### src/rtl/weapon_fire_sequencer_pkg.sv
// Shared types and constants for the weapon fire sequencer.
//   AMMO_W / FRAME_W / TIMER_W : widths of the ammo count, sprite index and phase timer
//   state_e                    : sequencer states
//   Ws*                        : one-hot weapon_state codes presented to the renderer
//   ws_of()                    : maps a state to its weapon_state code
package weapon_fire_sequencer_pkg;

  localparam int unsigned AMMO_W  = 4;
  localparam int unsigned FRAME_W = 3;
  localparam int unsigned TIMER_W = 8;

  typedef enum logic [2:0] {
    StIdle,
    StFire,
    StAnim,
    StCooldown,
    StHold,
    StReload
  } state_e;

  localparam logic [2:0] WsReady  = 3'b001;
  localparam logic [2:0] WsFiring = 3'b010;
  localparam logic [2:0] WsBusy   = 3'b100;

  function automatic logic [2:0] ws_of(input state_e st);
    case (st)
      StIdle:  ws_of = WsReady;
      StFire:  ws_of = WsFiring;
      default: ws_of = WsBusy;
    endcase
  endfunction

endpackage

### src/rtl/weapon_fire_sequencer_tick_timer.sv
// Shared down-counter for the animation, cooldown and reload phases.
// Counts tick pulses only; a load takes priority over a tick in the same cycle,
// so the tick is dropped. Holds at zero once expired.
//   clk_i     : system clock
//   rst_ni    : synchronous active-low reset, clears the count
//   load_i    : load value_i into the counter
//   value_i   : load value (tick count)
//   tick_i    : frame-rate strobe
//   expired_o : count is zero
module weapon_fire_sequencer_tick_timer
  import weapon_fire_sequencer_pkg::*;
(
  input  logic               clk_i,
  input  logic               rst_ni,
  input  logic               load_i,
  input  logic [TIMER_W-1:0] value_i,
  input  logic               tick_i,
  output logic               expired_o
);

  logic [TIMER_W-1:0] cnt_d, cnt_q;

  always_comb begin
    cnt_d = cnt_q;
    if (load_i) begin
      cnt_d = value_i;
    end else if (tick_i && (cnt_q != '0)) begin
      cnt_d = cnt_q - TIMER_W'(1);
    end
  end

  always_ff @(posedge clk_i) begin
    if (!rst_ni) begin
      cnt_q <= '0;
    end else begin
      cnt_q <= cnt_d;
    end
  end

  assign expired_o = (cnt_q == '0);

endmodule

### src/rtl/weapon_fire_sequencer.sv
// Weapon fire sequencer: trigger -> one-clk FIRE -> timed sprite animation ->
// cooldown -> hold until release; reload on request. Tracks ammo and raises a
// req/ack hit request when the enemy is in sight during FIRE.
// Optional macro AUTO_FIRE_EN: a held trigger re-fires straight from HOLD.
//   clk_i            : system clock
//   rst_ni           : synchronous active-low reset
//   tick_i           : frame-rate strobe, all phase timing counts these
//   trigger_i        : debounced fire switch (level)
//   reload_btn_i     : debounced reload button (level)
//   enemy_in_sight_i : crosshair on enemy, sampled in FIRE
//   hit_ack_i        : enemy logic accepted the hit
//   hit_req_o        : pending hit request
//   weapon_state_o   : one-hot 001 ready / 010 firing / 100 busy
//   anim_frame_o     : 0 idle sprite, 1..ANIM_FRAMES while animating
//   ammo_o           : rounds remaining
//   empty_o          : no rounds left
//   reloading_o      : reload in progress
module weapon_fire_sequencer
  import weapon_fire_sequencer_pkg::*;
#(
  parameter int unsigned AMMO_MAX       = 8,
  parameter int unsigned ANIM_FRAMES    = 4,
  parameter int unsigned FRAME_TICKS    = 3,
  parameter int unsigned COOLDOWN_TICKS = 6,
  parameter int unsigned RELOAD_TICKS   = 30
) (
  input  logic               clk_i,
  input  logic               rst_ni,
  input  logic               tick_i,
  input  logic               trigger_i,
  input  logic               reload_btn_i,
  input  logic               enemy_in_sight_i,
  input  logic               hit_ack_i,
  output logic               hit_req_o,
  output logic [2:0]         weapon_state_o,
  output logic [FRAME_W-1:0] anim_frame_o,
  output logic [AMMO_W-1:0]  ammo_o,
  output logic               empty_o,
  output logic               reloading_o
);

  localparam logic [AMMO_W-1:0]  AmmoMax    = AMMO_W'(AMMO_MAX);
  localparam logic [FRAME_W-1:0] AnimFrames = FRAME_W'(ANIM_FRAMES);
  localparam logic [TIMER_W-1:0] FrameTicks = TIMER_W'(FRAME_TICKS);
  localparam logic [TIMER_W-1:0] CoolTicks  = TIMER_W'(COOLDOWN_TICKS);
  localparam logic [TIMER_W-1:0] RelTicks   = TIMER_W'(RELOAD_TICKS);

  state_e             state_d, state_q;
  logic [2:0]         ws_q;
  logic [AMMO_W-1:0]  ammo_d, ammo_q;
  logic [FRAME_W-1:0] frame_d, frame_q;
  logic               hit_req_d, hit_req_q;
  logic               reloading_q;
  logic               tmr_load;
  logic [TIMER_W-1:0] tmr_value;
  logic               tmr_expired;

  weapon_fire_sequencer_tick_timer u_timer (
    .clk_i     (clk_i),
    .rst_ni    (rst_ni),
    .load_i    (tmr_load),
    .value_i   (tmr_value),
    .tick_i    (tick_i),
    .expired_o (tmr_expired)
  );

  always_comb begin
    state_d   = state_q;
    ammo_d    = ammo_q;
    frame_d   = frame_q;
    hit_req_d = hit_req_q;
    tmr_load  = 1'b0;
    tmr_value = '0;

    if (hit_req_q && hit_ack_i) begin
      hit_req_d = 1'b0;
    end

    case (state_q)
      StIdle: begin
        // A pending hit blocks a new shot, so set and clear never collide.
        if (trigger_i && (ammo_q != '0) && !hit_req_q) begin
          state_d = StFire;
        end else if (reload_btn_i && (ammo_q < AmmoMax)) begin
          state_d   = StReload;
          tmr_load  = 1'b1;
          tmr_value = RelTicks;
        end
      end
      StFire: begin
        ammo_d    = ammo_q - AMMO_W'(1);
        frame_d   = FRAME_W'(1);
        tmr_load  = 1'b1;
        tmr_value = FrameTicks;
        state_d   = StAnim;
        if (enemy_in_sight_i) begin
          hit_req_d = 1'b1;
        end
      end
      StAnim: begin
        if (tmr_expired) begin
          tmr_load = 1'b1;
          if (frame_q < AnimFrames) begin
            frame_d   = frame_q + FRAME_W'(1);
            tmr_value = FrameTicks;
          end else begin
            frame_d   = '0;
            tmr_value = CoolTicks;
            state_d   = StCooldown;
          end
        end
      end
      StCooldown: begin
        if (tmr_expired) begin
          state_d = StHold;
        end
      end
      StHold: begin
`ifdef AUTO_FIRE_EN
        if (!trigger_i) begin
          state_d = StIdle;
        end else if ((ammo_q != '0) && !hit_req_q) begin
          state_d = StFire;
        end
`else
        if (!trigger_i) begin
          state_d = StIdle;
        end
`endif
      end
      StReload: begin
        if (tmr_expired) begin
          ammo_d  = AmmoMax;
          state_d = StIdle;
        end
      end
      default: state_d = StIdle;
    endcase
  end

  // Outputs are registered alongside the state so they never glitch.
  always_ff @(posedge clk_i) begin
    if (!rst_ni) begin
      state_q     <= StIdle;
      ws_q        <= WsReady;
      ammo_q      <= AmmoMax;
      frame_q     <= '0;
      hit_req_q   <= 1'b0;
      reloading_q <= 1'b0;
    end else begin
      state_q     <= state_d;
      ws_q        <= ws_of(state_d);
      ammo_q      <= ammo_d;
      frame_q     <= frame_d;
      hit_req_q   <= hit_req_d;
      reloading_q <= (state_d == StReload);
    end
  end

  assign hit_req_o      = hit_req_q;
  assign weapon_state_o = ws_q;
  assign anim_frame_o   = frame_q;
  assign ammo_o         = ammo_q;
  assign empty_o        = (ammo_q == '0);
  assign reloading_o    = reloading_q;

endmodule

### config.mk
export PLATFORM = sky130hd
export DESIGN_NAME = weapon_fire_sequencer
export DESIGN_NICKNAME = d
export VERILOG_FILES = /design/src/rtl/weapon_fire_sequencer_pkg.sv /design/src/rtl/weapon_fire_sequencer_tick_timer.sv /design/src/rtl/weapon_fire_sequencer.sv
export SDC_FILE = /design/constraint.sdc
export NUM_CORES = 1
export LEC_CHECK = 0
export ABC_AREA = 1
export CORE_MARGIN = 4
export CORE_UTILIZATION = 36
export DETAILED_ROUTE_END_ITERATION = 10
export PLACE_DENSITY_LB_ADDON = 0.15
export SYNTH_ARGS = -nofsm -noshare
export SYNTH_HDL_FRONTEND = slang
export SYNTH_HIERARCHICAL = 1
export SYNTH_SLANG_ARGS = --single-unit
### constraint.sdc
create_clock -name clk_i -period 4.25 [get_ports clk_i]
set_clock_uncertainty 0.1 [all_clocks]
set_input_delay 0.85 -clock clk_i [delete_from_list [all_inputs] [get_ports clk_i]]
set_output_delay 0.85 -clock clk_i [all_outputs]
set_load 0.03 [all_outputs]
==> out/results.tsv, run 1 <==
stage	metric	value	unit
timing	achievable frequency	0.378	GHz
timing	Worst-Margin Slew	0.532	ns
finish	most frequent cells in the layout	nand2_1 (58), inv_1 (34), nor2_1 (32)	
logic_synthesis	syn avg cell area	6.19	sq um
power_and_ir_drop	Sequential Power Share	26.6	%
power_and_ir_drop	Leak	0.000870	uW
global_routing	global-route wire length before repair	5360	um
timing	Max-slew headroom	64.4	%
global_routing	GRT Total Usage	13.1	%
routing	DRC	0	
power_and_ir_drop	Tot Pwr	1500	uW
clock_tree	TritonCTS clock tree	built	
run	Maximum Capacitance Violations	0	
status	status	completed	
floorplanning	core area	3690	sq um
floorplanning	Ports	20	
floorplanning	row count	22	
routing	Iteration-0 DRC Markers	102	
worst_hold_path	Hold/Removal Path Class	register to register	
timing	Min Hold Slack	0.405	ns
power_and_ir_drop	Sw Share	52.0	%
clock_tree	CTS max path bufs	2	
logic_synthesis	library cells used by synthesis	24	
timing	Hold Fails Final Rpt	0	
setup_path	most used cell, CP	inv_1	
routing	vias per inst	4.49	
floorplanning	Initial Util	37.6	%
power_and_ir_drop	VDD IR max	402	uV
logic_synthesis	sequential fraction of the synthesis area	33.2	%
logic_synthesis	Synth top area share	33.2	%
timing	# setup viols final	0	
setup_path	Crit. End Element	output pin	
timing	RSZ-0062 raised after global routing	no	
logic_synthesis	Mapped Area	1390	sq um
power_and_ir_drop	Internal	720	uW
placement	port buffer count	19	
floorplanning	Chip Height	70.1	um
global_routing	initial antenna violation count	0	
setup_path	Max stage delay on crit path	0.66	ns
power_and_ir_drop	power per cell area	887	nW/um^2
clock_tree	post-CTS setup buffers	0	
timing	fin crit share	62.2	%
global_routing	largest net degree at the start of global routing	15	
floorplanning	Die ar.	4910	sq um
routing	Final ANT Viol Nets	0	
setup_path	Worst path slowest cell	clkdlybuf4s50_1	
logic_synthesis	#FFs+latches synth	23	
logic_synthesis	largest cells by area after synthesis	dfxtp_1 (33%), nand2_1 (16%), inv_1 (9.2%), nor2_1 (8.7%), nand3_1 (7.6%)	
clock_tree	Num CTS Buffers	3	
placement	gpl congestion	0.835	
finish	Post-Route Utilization	45.8	%
finish	Ant. Diodes	0	
power_and_ir_drop	Switching Power	779	uW
placement	dpl hpwl	2340	um
timing	total negative setup slack	0	ns
floorplanning	Chip Width	70.1	um
timing	minimum clock period	2.64	ns
global_routing	total gr overflow	0	
finish	Final #Nets	261	
power_and_ir_drop	clock share of power	9.4	%
clock_tree	# clock sinks	23	
power_and_ir_drop	combinational share of power	64.0	%
logic_synthesis	Cells after Synth	224	
setup_path	Crit path buffers/inverters	3	
setup_path	critical path type	register to output pin	
logic_synthesis	cell taking the most area after synthesis	dfxtp_1	
clock_tree	clock-pin slew on the worst setup and hold paths	0.09	ns
clock_tree	PostCTS Resize Cnt	0	
clock_tree	H-tree levels	1	
routing	DR pass1 iterations	4	
clock_tree	Hold Buf Count CTS	0	
setup_path	crit start category	register	
routing	DRT Wirelength	3030	um
routing	wire per inst	10.3	um
setup_path	CP max FO	5	
logic_synthesis	Warnings, synthesis	6	
setup_path	Top delay family on crit path	buffers and inverters	
clock_tree	root buf cell	clkbuf_8	
global_routing	number of global-route vias before repair	1241	
finish	proportion of layout cells with a drive suffix above 1	10.1	%
clock_tree	clk_lat worst skew	0.27	ns
finish	Area Overhead vs Synth	21.8	%
finish	most common cell after layout, fill and taps aside	nand2_1	
setup_path	CP Data Arrival Time	1.69	ns
routing	via count	1328	
setup_path	CP cell instances	inv_1 -> ha_1 -> nand3_1 -> inv_1 -> clkdlybuf4s50_1	
setup_path	WP data required	3.30	ns
timing	final max-slew violation count	0	
==> stage by stage <==
stage / cells / setup slack [ns] / instance area (sq um)
6_report: 296 / 1.61 / 1690
3_3_place_gp: 292 / 1.65 / 1640
3_5_place_dp: 292 / 1.60 / 1640
4_1_cts: 296 / 1.59 / 1690
5_1_grt: 296 / 1.43 / 1690
2_1_floorplan: 226 / 2.07 / 1400
==> logic make-up (layout without fill, tap and decap cells) <==
kind of cell | after synthesis | count (layout) | synth area share, %
and+or+nand+nor | 128 | 128 | 40.8
buffers and inverters | 42 | 64 | 11.5
AOI/OAI and AO/OA | 24 | 24 | 9.20
DFF | 23 | 23 | 33.2
adders and majority gates | 5 | 5 | 4.51
other | 1 | 3 | 0.270
xor gates and xnor gates | 1 | 1 | 0.631
==> final timing paths <==
check / from / to / slack, ns / depth (start not counted)
max: ammo_o[0] / empty_o / 1.61 / 5
min: hit_req_o / hit_req_o / 0.40 / 2
max reg2reg: u_timer/cnt_q[0] / u_timer/cnt_q[0] / 1.75 / 12
min reg2reg: hit_req_o / hit_req_o / 0.40 / 2
==> metal layers <==
| metal | part of all wire (%) | wire (um) | GRT usage [%] | vias to the layer above |
|---|---|---|---|---|
| li1 | - | - | - | 736 |
| met1 | 52 | 1580 | 18.3 | 567 |
| met2 | 43 | 1310 | 20.3 | 23 |
| met3 | 3.9 | 119 | 3.17 | 2 |
| met4 | 0.89 | 27 | 3.19 | 0 |
| met5 | 0 | 0 | 0 | - |
==> power groups by stage <==
stage | Sequential [uW] | Combinational (uW) | Clock [uW]
4_1_cts | 399 | 965 | 146
5_1_grt | 415 | 1100 | 156
6_report | 398 | 960 | 141
2_1_floorplan | 474 | 642 | 0
3_5_place_dp | 402 | 960 | 0
3_3_place_gp | 405 | 965 | 0
==> sequential cells by signal, summed over array words and instances (netlist names) <==
name            count
u_timer/cnt_q       8
ammo_o              4
anim_frame_o        3
state_q             3
weapon_state_o      3
hit_req_o           1
reloading_o         1
==> synth_stat cells <==
cell type,number
clkinv_2,1
nand4_1,2
conb_1,1
dfxtp_1,23
inv_2,6
a21oi_1,9
nor3_1,2
clkbuf_1,1
nand3_1,21
nand2_2,6
nor2_2,3
xnor2_1,1
inv_1,34
nor2_4,1
nand3_2,1
nor2_1,32
o21ai_0,11
o21bai_1,1
o22ai_1,1
o21ai_1,1
ha_1,5
o21ai_2,1
nand2_1,58
nand2_4,2
==> cell type report <==
cell class	instances	area, sq um
tap	48	60.1
inverter	41	155
clock buffer	3	41.3
sequential	23	460
clock inverter	1	7.51
fill	403	2000
timing repair buffer	19	190
multi-input combinational	161	776
==> tightest hold or removal path, stage by stage (launching register included) <==
cell and delay (ns):
dfxtp_1 0.33, nand2_1 0.07, a21oi_1 0.06
Note: power is estimated with default switching activity, not from simulation.
==> inputs of run 2 (changes only) <==
Clock period 4.25 ns to 2.2 ns, I/O delays scaled along.
==> run 2 against run 1 <==
Compared with the run above:
- final cell count up 1.4%
- register-to-register slack worse by 1.3 ns
- global-route usage down 0.35 points
- power up 95%
- non-clock buffer count up 4
- sequential power up 93%
- setup slack worse by 1.4 ns
- first-iteration DRC count down 32%
==> out/results.tsv, run 2 (synthesis gave the netlist of run 1 again) <==
stage	metric	value	unit
clock_tree	clock-pin slew on the worst setup and hold paths	0.09	ns
timing	RSZ-0062 raised after global routing	no	
power_and_ir_drop	combinational share of power	64.8	%
status	status	completed	
placement	gpl congestion	0.912	
floorplanning	Ports	20	
worst_hold_path	Hold/Removal Path Class	register to register	
global_routing	global-route wire length before repair	5200	um
setup_path	CP Data Arrival Time	1.43	ns
floorplanning	Chip Height	70.1	um
clock_tree	# clock sinks	23	
power_and_ir_drop	Tot Pwr	2930	uW
timing	total negative setup slack	0	ns
floorplanning	row count	22	
routing	DR pass1 iterations	4	
power_and_ir_drop	Sw Share	51.1	%
power_and_ir_drop	VDD IR max	776	uV
finish	Ant. Diodes	0	
clock_tree	clk_lat worst skew	0.26	ns
finish	Largest register FFs	8	
timing	Hold Fails Final Rpt	0	
clock_tree	Num CTS Buffers	3	
routing	Iteration-0 DRC Markers	69	
finish	Most flops, register	u_timer/cnt_q	
setup_path	Crit. End Element	output pin	
clock_tree	H-tree levels	1	
routing	vias per inst	4.52	
finish	Final #Nets	265	
power_and_ir_drop	power per cell area	1710	nW/um^2
floorplanning	Chip Width	70.1	um
power_and_ir_drop	Leak	0.000898	uW
placement	port buffer count	19	
global_routing	GRT Total Usage	12.8	%
setup_path	CP max FO	5	
floorplanning	Initial Util	37.6	%
routing	DRC	0	
placement	dpl hpwl	2350	um
finish	most common cell after layout, fill and taps aside	nand2_1	
setup_path	WP data required	1.66	ns
finish	Area Overhead vs Synth	23.7	%
global_routing	number of global-route vias before repair	1157	
setup_path	critical path type	register to output pin	
power_and_ir_drop	Switching Power	1500	uW
power_and_ir_drop	Internal	1430	uW
timing	achievable frequency	0.508	GHz
timing	# setup viols final	0	
power_and_ir_drop	Sequential Power Share	26.2	%
timing	minimum clock period	1.97	ns
timing	fin crit share	89.5	%
global_routing	total gr overflow	0	
routing	DRT Wirelength	3060	um
routing	via count	1356	
clock_tree	root buf cell	clkbuf_8	
clock_tree	CTS max path bufs	2	
finish	most frequent cells in the layout	nand2_1 (58), inv_1 (34), nor2_1 (32)	
setup_path	crit start category	register	
timing	final max-slew violation count	0	
finish	filler cell count in the final layout	392	
routing	Final ANT Viol Nets	0	
global_routing	largest net degree at the start of global routing	14	
run	Maximum Capacitance Violations	0	
routing	wire per inst	10.2	um
finish	proportion of layout cells with a drive suffix above 1	11.5	%
floorplanning	Die ar.	4910	sq um
clock_tree	TritonCTS clock tree	built	
power_and_ir_drop	clock share of power	9.0	%
floorplanning	core area	3690	sq um
global_routing	initial antenna violation count	0	
[run 2: area by class of cell]
cell class                 count  area (sq um)  area share [%]
multi-input combinational    161           776            45.2
clock inverter                 1          5.00           0.292
sequential                    23           460            26.8
clock buffer                   3          41.3            2.41
tap                           48          60.1            3.50
inverter                      41           155            9.04
timing repair buffer          23           219            12.8
[run 2: worst paths after layout]
kind                                    endpoint  slack (ns)             start  cells past startpoint
worst max-delay path                     empty_o        0.23         ammo_o[0]                      5
worst min register to register         hit_req_o        0.39         hit_req_o                      2
worst min-delay path                   hit_req_o        0.39         hit_req_o                      2
worst max register to register  u_timer/cnt_q[7]        0.41  u_timer/cnt_q[1]                     13
[run 2: power by group through the flow]
stage | logic, uW | registers, uW | clock network (uW)
final | 1900 | 769 | 263
after global routing | 2140 | 793 | 301
after CTS | 1900 | 766 | 281
after detailed placement | 1900 | 773 | 0
after global placement | 1910 | 784 | 0
after floorplan | 1240 | 916 | 0
[run 2: critical path, stage by stage (launching register included)]
cell and delay [ns]:
dfxtp_1 0.32, inv_1 0.12, ha_1 0.17, nand3_1 0.10
inv_1 0.06, dlygate4sd2_1 0.39
[run 2: what timing repair did]
item,in CTS,in global routing
hold buffers,0,0
buffers inserted,0,0
hold endpoints to repair,0,0
setup endpoints to repair,1,0
gates resized for setup,1,0
[run 2: per-stage QoR]
step                std cells  hold WS [ns]  setup WS (ns)  util, %  instance area [sq um]
finish                    300         0.389          0.232     46.5                   1720
detailed placement        296         0.377          0.139     45.3                   1670
CTS                       300         0.398          0.206     46.5                   1720
floorplan                 226         0.368         0.0183        -                   1400
global placement          296         0.390          0.124     45.3                   1670
global route              300         0.421          0.134     46.5                   1720
[run 2: routing by layer]
metal | wire length [um] | part of all wire [%] | up-vias | global-route usage (%)
met3 | 121 | 4.0 | 2 | 2.59
met2 | 1280 | 42 | 22 | 18.5
met1 | 1640 | 54 | 589 | 19.1
met5 | 0 | 0 | - | 0
met4 | 20 | 0.65 | 0 | 3.19
li1 | - | - | 743 | -
